--- config.mk ---
export PLATFORM = sky130hd
export DESIGN_NAME = fpu_line_unpacker
export DESIGN_NICKNAME = d
export VERILOG_FILES = /design/src/rtl/fpu_line_unpacker.sv
export SDC_FILE = /design/constraint.sdc
export NUM_CORES = 1
export LEC_CHECK = 0
export CORE_MARGIN = 4
export CORE_UTILIZATION = 23
export CTS_BUF_LIST = sky130_fd_sc_hd__clkbuf_16
export CTS_CLUSTER_SIZE = 10
export DETAILED_ROUTE_END_ITERATION = 10
export HOLD_SLACK_MARGIN = 0.03
export PLACE_DENSITY_LB_ADDON = 0.05
export REMOVE_ABC_BUFFERS = 1
export SETUP_SLACK_MARGIN = 0.2
export SYNTH_ARGS = -nofsm -noshare
export SYNTH_HDL_FRONTEND = slang
export SYNTH_SLANG_ARGS = --single-unit
--- constraint.sdc ---
create_clock -name clk -period 14.3 [get_ports clk]
set_input_delay 4.29 -clock clk [delete_from_list [all_inputs] [get_ports clk]]
set_output_delay 4.29 -clock clk [all_outputs]
set_load 0.01 [all_outputs]
--- src/rtl/fpu_line_unpacker.sv ---
// Unpacks 64-byte DRAM lines MSB-first into one FPU input buffer row, one byte per cycle.
// Optional sticky error flag enabled by defining FPU_UNPACK_ERR_EN.
module fpu_line_unpacker #(
   parameter int BUFFER_DEPTH = 512,
   parameter int COL_WIDTH    = 10
) (
   input  logic                                              clk,
   input  logic                                              rst_n,
   input  logic                                              start,
   input  logic [16:0]                                       width,
   input  logic [$clog2(COL_WIDTH)-1:0]                      row_sel,
   input  logic [511:0]                                      dram_data,
   input  logic                                              dram_valid,
   output logic                                              line_ready,
   output logic                                              buf_wr_en,
   output logic [$clog2(COL_WIDTH)+$clog2(BUFFER_DEPTH)-1:0] buf_wr_addr,
   output logic [7:0]                                        buf_wr_data,
   output logic                                              busy,
   output logic                                              done,
   output logic                                              err
);

   localparam int ROW_W = $clog2(COL_WIDTH);
   localparam int COL_W = $clog2(BUFFER_DEPTH);
   localparam int WID_W = $clog2(BUFFER_DEPTH + 1);
   localparam logic [16:0] MAX_WIDTH = 17'(BUFFER_DEPTH);

   typedef enum logic [1:0] {IDLE, WAIT_LINE, UNPACK, DONE} state_t;

   state_t             state, next_state;
   logic [WID_W-1:0]   width_q, lines_expected, lines_rcvd;
   logic [ROW_W-1:0]   row_q;
   logic [COL_W-1:0]   col;
   logic [5:0]         byte_cnt;
   logic [511:0]       shreg;

   logic               width_over;
   logic [WID_W-1:0]   width_clamped;
   logic               accept_start, accept_line;
   logic               row_end, line_end, last_write;

   // NOTE: every signal written here gets a default first, so no latch can be inferred.
   always_comb begin
      width_over    = width > MAX_WIDTH;
      width_clamped = width_over ? WID_W'(BUFFER_DEPTH) : WID_W'(width);
      accept_start  = (state == IDLE) && start;
      accept_line   = (state == WAIT_LINE) && dram_valid && line_ready;
      row_end       = (WID_W'(col) + WID_W'(1)) == width_q;
      line_end      = byte_cnt == 6'd63;
      last_write    = (state == UNPACK) && (row_end || line_end);

      next_state = state;
      case (state)
         IDLE:      if (start) next_state = (width_clamped == '0) ? DONE : WAIT_LINE;
         WAIT_LINE: if (accept_line) next_state = UNPACK;
         UNPACK:    if (last_write)
                       next_state = (lines_rcvd == lines_expected) ? DONE : WAIT_LINE;
         DONE:      next_state = IDLE;
         default:   next_state = IDLE;
      endcase
   end

   // NOTE: sequential state uses non-blocking assignments so all registers update from pre-edge values.
   always_ff @(posedge clk or negedge rst_n) begin
      if (!rst_n) begin
         state          <= IDLE;
         line_ready     <= 1'b0;
         busy           <= 1'b0;
         done           <= 1'b0;
         buf_wr_en      <= 1'b0;
         buf_wr_addr    <= '0;
         buf_wr_data    <= '0;
         width_q        <= '0;
         lines_expected <= '0;
         lines_rcvd     <= '0;
         row_q          <= '0;
         col            <= '0;
         byte_cnt       <= '0;
      end else begin
         state      <= next_state;
         // Outputs are decoded from the next state so they are registered yet aligned with it.
         line_ready <= next_state == WAIT_LINE;
         busy       <= next_state != IDLE;
         done       <= next_state == DONE;
         buf_wr_en  <= next_state == UNPACK;

         case (state)
            IDLE: if (accept_start) begin
               width_q        <= width_clamped;
               row_q          <= row_sel;
               lines_expected <= (width_clamped >> 6) + WID_W'(|width_clamped[5:0]);
               lines_rcvd     <= '0;
               col            <= '0;
               byte_cnt       <= '0;
            end
            WAIT_LINE: if (accept_line) begin
               buf_wr_data <= dram_data[511:504];
               buf_wr_addr <= {row_q, col};
               lines_rcvd  <= lines_rcvd + WID_W'(1);
               byte_cnt    <= '0;
            end
            UNPACK: begin
               byte_cnt <= byte_cnt + 6'd1;
               if (!row_end) col <= col + COL_W'(1);
               if (!last_write) begin
                  buf_wr_data <= shreg[511:504];
                  buf_wr_addr <= {row_q, col + COL_W'(1)};
               end
            end
            default: ;
         endcase
      end
   end

   // NOTE: the line shift register is pure datapath, always loaded before it is read, so it has no reset.
   always_ff @(posedge clk) begin
      if (accept_line)
         shreg <= dram_data << 8;
      else if (state == UNPACK)
         shreg <= shreg << 8;
   end

`ifdef FPU_UNPACK_ERR_EN
   always_ff @(posedge clk or negedge rst_n) begin
      if (!rst_n)
         err <= 1'b0;
      else if ((dram_valid && !line_ready) || (accept_start && width_over))
         err <= 1'b1;
      else if (accept_start)
         err <= 1'b0;
   end
`else
   assign err = 1'b0;
`endif

endmodule
==> Word level (Yosys, flattened, before mapping) <==
Index checks and enable logic that the tools add are counted.
{ "word_totals": {"output_inout_bits": 26, "mem_count": 0, "mem_bits_rw": 0, "reg_bits": 580, "latchBits": 0, "romBits": 0} }
{ "classes": {"n_lt_le_gt_ge": 1, "add_sub_neg": 5, "mul": 0, "div_mod_pow": 0, "n_eq_ne": 13, "shifts": 0, "bitwise": 0, "n_reduce_logical": 19, "n_mux": 24} }
{ "op_table": {"columns": ["op", "n"], "rows": [
  ["$mux 512", 2],
  ["$mux 10", 3],
  ["$mux 13", 2],
  ["$pmux 13 s2", 1],
  ["$eq 10x10->1", 2],
  ["$pmux 10 s2", 1],
  ["$mux 9", 2],
  ["$pmux 6 s3", 1],
  ["$pmux 9 s2", 1],
  ["$gt 17x10->1 const B", 1],
  ["$mux 8", 2],
  ["$pmux 8 s2", 1],
  ["$mux 6", 2],
  ["$reduce_and 3->1", 4],
  ["$add 10x1->10 const B", 1],
  ["$add 9x1->10 const B", 1],
  ["$logic_not 10->1", 1],
  ["$mux 2", 5],
  ["$reduce_bool 2->1", 5],
  ["$add 9x1->9 const B", 1],
  ["$eq 2x2->1 const B", 4],
  ["$ne 2x2->1 const B", 4],
  ["$pmux 2 s4", 1],
  ["$add 6x1->6 const B", 1],
  ["9 further kinds", 13]
]} }

==> Longest topological paths before layout <==
{ "depth": {"word_depth": 7, "ltp_mapped": 9} }

==> Worst setup path after synthesis <==
No wires, ideal clock.
{ "synth_path": {"path_kind": "in2reg", "startpoint": "input dram_valid", "endpoint": "register shreg[100], enable pin", "setup_time_ps": 3580, "t_arrival_ps": 13211, "cell_stages": 4, "slack_ps": -2491, "n_path_buf": 2, "cell_sequence": "nand4b_1 > clkbuf_1 > clkbuf_1 > nand2_1"} }
{ "synth_between": {"elab_chain_len": 3} }
{ "synth_lines": {"columns": ["item", "line", "source"], "rows": [
  ["start, declared", "13", "input logic dram_valid,"],
  ["$logic_and 1x1->1 (2 in series)", "47", "accept_line = (state == WAIT_LINE) && dram_valid && line_ready;"],
  ["$reduce_bool 2->1 (no source line)", null, null],
  ["end signal, assigned", "118", "shreg <= dram_data << 8;"],
  ["end signal, assigned", "120", "shreg <= shreg << 8;"],
  ["end, declared", "35", "logic [511:0] shreg;"]
]} }
No other way between the ends.
A chain may end at the register's enable or synchronous reset.

==> Worst setup path in the final report <==
{ "layout_path": {"startpoint": "input dram_valid", "endpoint": "register shreg[202], enable pin"} }
The elaborated chain is that of the path after synthesis.

==> results.cfg <==
[clocking]
clockRootBuffer = clkbuf_16
cts_sinks = 575
numCtsBuffers = 74
hold_buffers = 0
path_clk_slew_ns = 0.06
max-clock-path-buffers = 3
clk_latency_ns = 0.62
cts_tree = yes
cts.repair.resized = 0
cts.htree.levels = 3
post_cts_buffers = 0

[route]
vias = 18609
antenna_left = 0
drtIter0Drc = 1010
drc_errors = 0
firstDrtPassIters = 4
wl_per_cell_um = 17.6
finalWirelength_um = 79200
viasPerCell = 4.13

[timing]
relSlewSlack_pct = 8.13
worstMarginPinSlew_ns = 1.38
max_freq_mhz = 133
hold_viol_final = 0
finalMaxSlewViolations = 0
setup_tns_ns = 0
setup_viol = 0
fin_crit_sh_pct = 52.5
rsz0062_at_grt = no
skew_ns = 0.0161
finalCriticalPeriod_ns = 7.51

[yosys]
synth-compound-area-share_pct = 1.42
seq_area_frac_synth_pct = 67.6
ys_ff_latch = 575
synth_cell_types = 55
yosysWarnings = 0
synth_xor_area_share_pct = 1.15
synthAdderAreaFrac_pct = 0.300
synth_area_um2 = 25000
syn_avg_cell_area_um2 = 10.0
synth_mux_area_share_pct = 1.32
synthSimpleGateAreaFrac_pct = 26.0
synth_top_family_by_area = simple AND/OR/NAND/NOR gates
ys.flop_type = edfxtp_1
synth_edf_count = 504
syn_inst = 2498
async_reset_ff_share_pct = 12.3

[critical_path]
worstPathMaxFanout = 74
path_class = in2reg
end_kind = register
max_stage_delay_ns = 0.90
path_delay_family = buffers and inverters
crit_path_cell_trace = clkdlybuf4s50_1, nand4b_1, buf_4, nand2_4, buf_4, buf_4
start_kind = input port
crit_buf_inv = 4
cp_slowest_cell = buf_4
worst_path_most_repeated_cell = buf_4
cp.arrival_ns = 7.74
cp.required_ns = 14.53

[outcome]
status = completed

[min_path]
hold_path.class = reg2reg

[die]
dieWidth_um = 338
rows = 120
dieArea_um2 = 114000
io_pins = 563
core_um2 = 108000
initial_core_util_pct = 23.3
die_y_um = 338

[power]
sw_frac_of_total_pct = 32.0
clkPwrFrac_pct = 26.7
p_total_uw = 6290
vdd_drop_max_mv = 0.114
p_comb_share_pct = 26.9
pwr-share-seq_pct = 46.3
power.leakage_uw = 0.0142
p_int_uw = 4280
switching_power_uw = 2010
cellPowerDensity_nw_per_um2 = 184

[place]
portBuffers = 561
dpl-instance-area_um2 = 32100
place.gp.congestion = 0.729
hpwl_um = 54000

[cells_and_area]
fin_area_um2 = 34200
area_growth_pct = 36.8
nFillCells = 11273
fin_nets = 3565
drive_gt1_share_pct = 4.65

[global_routing]
antenna_found_initial = 41
grt_pass1_vias = 19492
grt_overflow_total = 0
grt_pass1_wl_um = 117000
grtUsageTotal_pct = 13.5
grt_max_degree = 223

[run]
max_cap_violations = 0
==> cells by family (layout without fill, tap and decap cells) <==
logic type                 count (synthesis)  count (layout)
xor gates and xnor gates                  32              32
other                                      1              25
muxes                                     24              24
DFF                                      575             575
adders and majority gates                  6               6
AOI/OAI and AO/OA                         49              49
buffers and inverters                    139             715
and+or+nand+nor                         1672            1672
==> state kept, by name (all words and copies together) (netlist names) <==
name and cells:
shreg 504, buf_wr_addr 13, lines_rcvd 10, width_q 10, col 9, buf_wr_data 8, byte_cnt 6, lines_expected 5
row_q 4, state 2, buf_wr_en 1, busy 1, done 1, line_ready 1
==> layer usage <==
layer | part of all wire (%) | vias to the layer above | global-route usage [%]
li1 | - | 9220 | -
met1 | 41 | 8812 | 16.0
met2 | 49 | 407 | 22.7
met3 | 7.5 | 134 | 5.08
met4 | 2.2 | 36 | 4.33
met5 | 0.29 | - | 0
==> cell usage in the layout, fill, tap and decap left out, types with 14 or more instances in the layout <==
master / netlist / final
buf_4: 3 / 18
nand2_1: 1571 / 1570
nor2_1: 24 / 23
nand3_1: 17 / 17
mux2_4: 17 / 17
xnor2_1: 14 / 14
xor2_1: 17 / 17
diode_2: 0 / 24
clkdlybuf4s50_1: 0 / 560
dfrtp_1: 71 / 71
edfxtp_1: 504 / 504
clkbuf_16: 0 / 75
inv_1: 5 / 35
==> worst paths after layout <==
| check | start | endpoint | slack [ns] | cells after the start |
|---|---|---|---|---|
| worst max-delay path | dram_valid | shreg[202] | 6.79 | 6 |
| worst max register to register | state[1] | shreg[202] | 10.26 | 5 |
| worst min-delay path | row_q[3] | row_q[3] | 0.48 | 2 |
| min in group asynchronous | rst_n | buf_wr_addr[12] | 3.84 | 1 |
| worst min register to register | row_q[3] | row_q[3] | 0.48 | 2 |
| max in group asynchronous | rst_n | lines_rcvd[2] | 9.81 | 1 |
==> stage by stage <==
step                instances  setup WS (ns)  util, %  hold slack (ns)
detailed placement       4349           6.05     29.8            0.472
finish                   4501           6.79     31.9            0.478
CTS                      4477           6.76     31.8            0.485
global route             4487           6.54     31.8            0.505
floorplan                2365         -25.67        -            0.446
global placement         4349           6.12     29.8            0.462
==> layout make-up <==
cell class	instances	area, um^2	share of cell area (%)
Timing Repair Buffer	581	5800	16.9
Inverter	6	22.5	0.0658
Clock inverter	53	254	0.742
Sequential cell	575	16900	49.4
Tap cell	1403	1760	5.13
Multi-Input combinational cell	1784	7570	22.1
Clock buffer	75	1880	5.48
Antenna cell	24	60.1	0.175
==> synthesized netlist by cell type (all sizes together) (4+ instances only) <==
| cell type | n | area (um^2) |
|---|---|---|
| inv | 5 | 18.8 |
| nand3 | 17 | 85.1 |
| a21oi | 12 | 63.8 |
| dfrtp | 71 | 1780 |
| nor3 | 13 | 65.1 |
| ha | 6 | 75.1 |
| mux2 | 22 | 312 |
| clkbuf | 122 | 458 |
| xnor2 | 15 | 139 |
| xor2 | 17 | 149 |
| and3 | 7 | 48.8 |
| a31oi | 5 | 31.3 |
| nand2b | 4 | 25.0 |
| nor2 | 24 | 90.1 |
| nand4 | 8 | 56.3 |
| buf | 11 | 87.6 |
| o21ai | 13 | 65.1 |
| nand2 | 1571 | 5900 |
| and2 | 13 | 81.3 |
| edfxtp | 504 | 15100 |
==> power groups by stage <==
stage	combinational (uW)	sequential [uW]	clock, uW
3_3_place_gp	1740	2940	0
3_5_place_dp	1770	2950	0
6_report	1690	2920	1680
4_1_cts	1770	2920	1770
5_1_grt	1970	2970	1830
2_1_floorplan	1590	3280	0
==> tightest hold or removal path: stages, from the launching register on <==
cell,delay [ns]
dfrtp_1,0.34
nand2_1,0.05
nand2_1,0.06
Power figures use the tool's default switching activity.
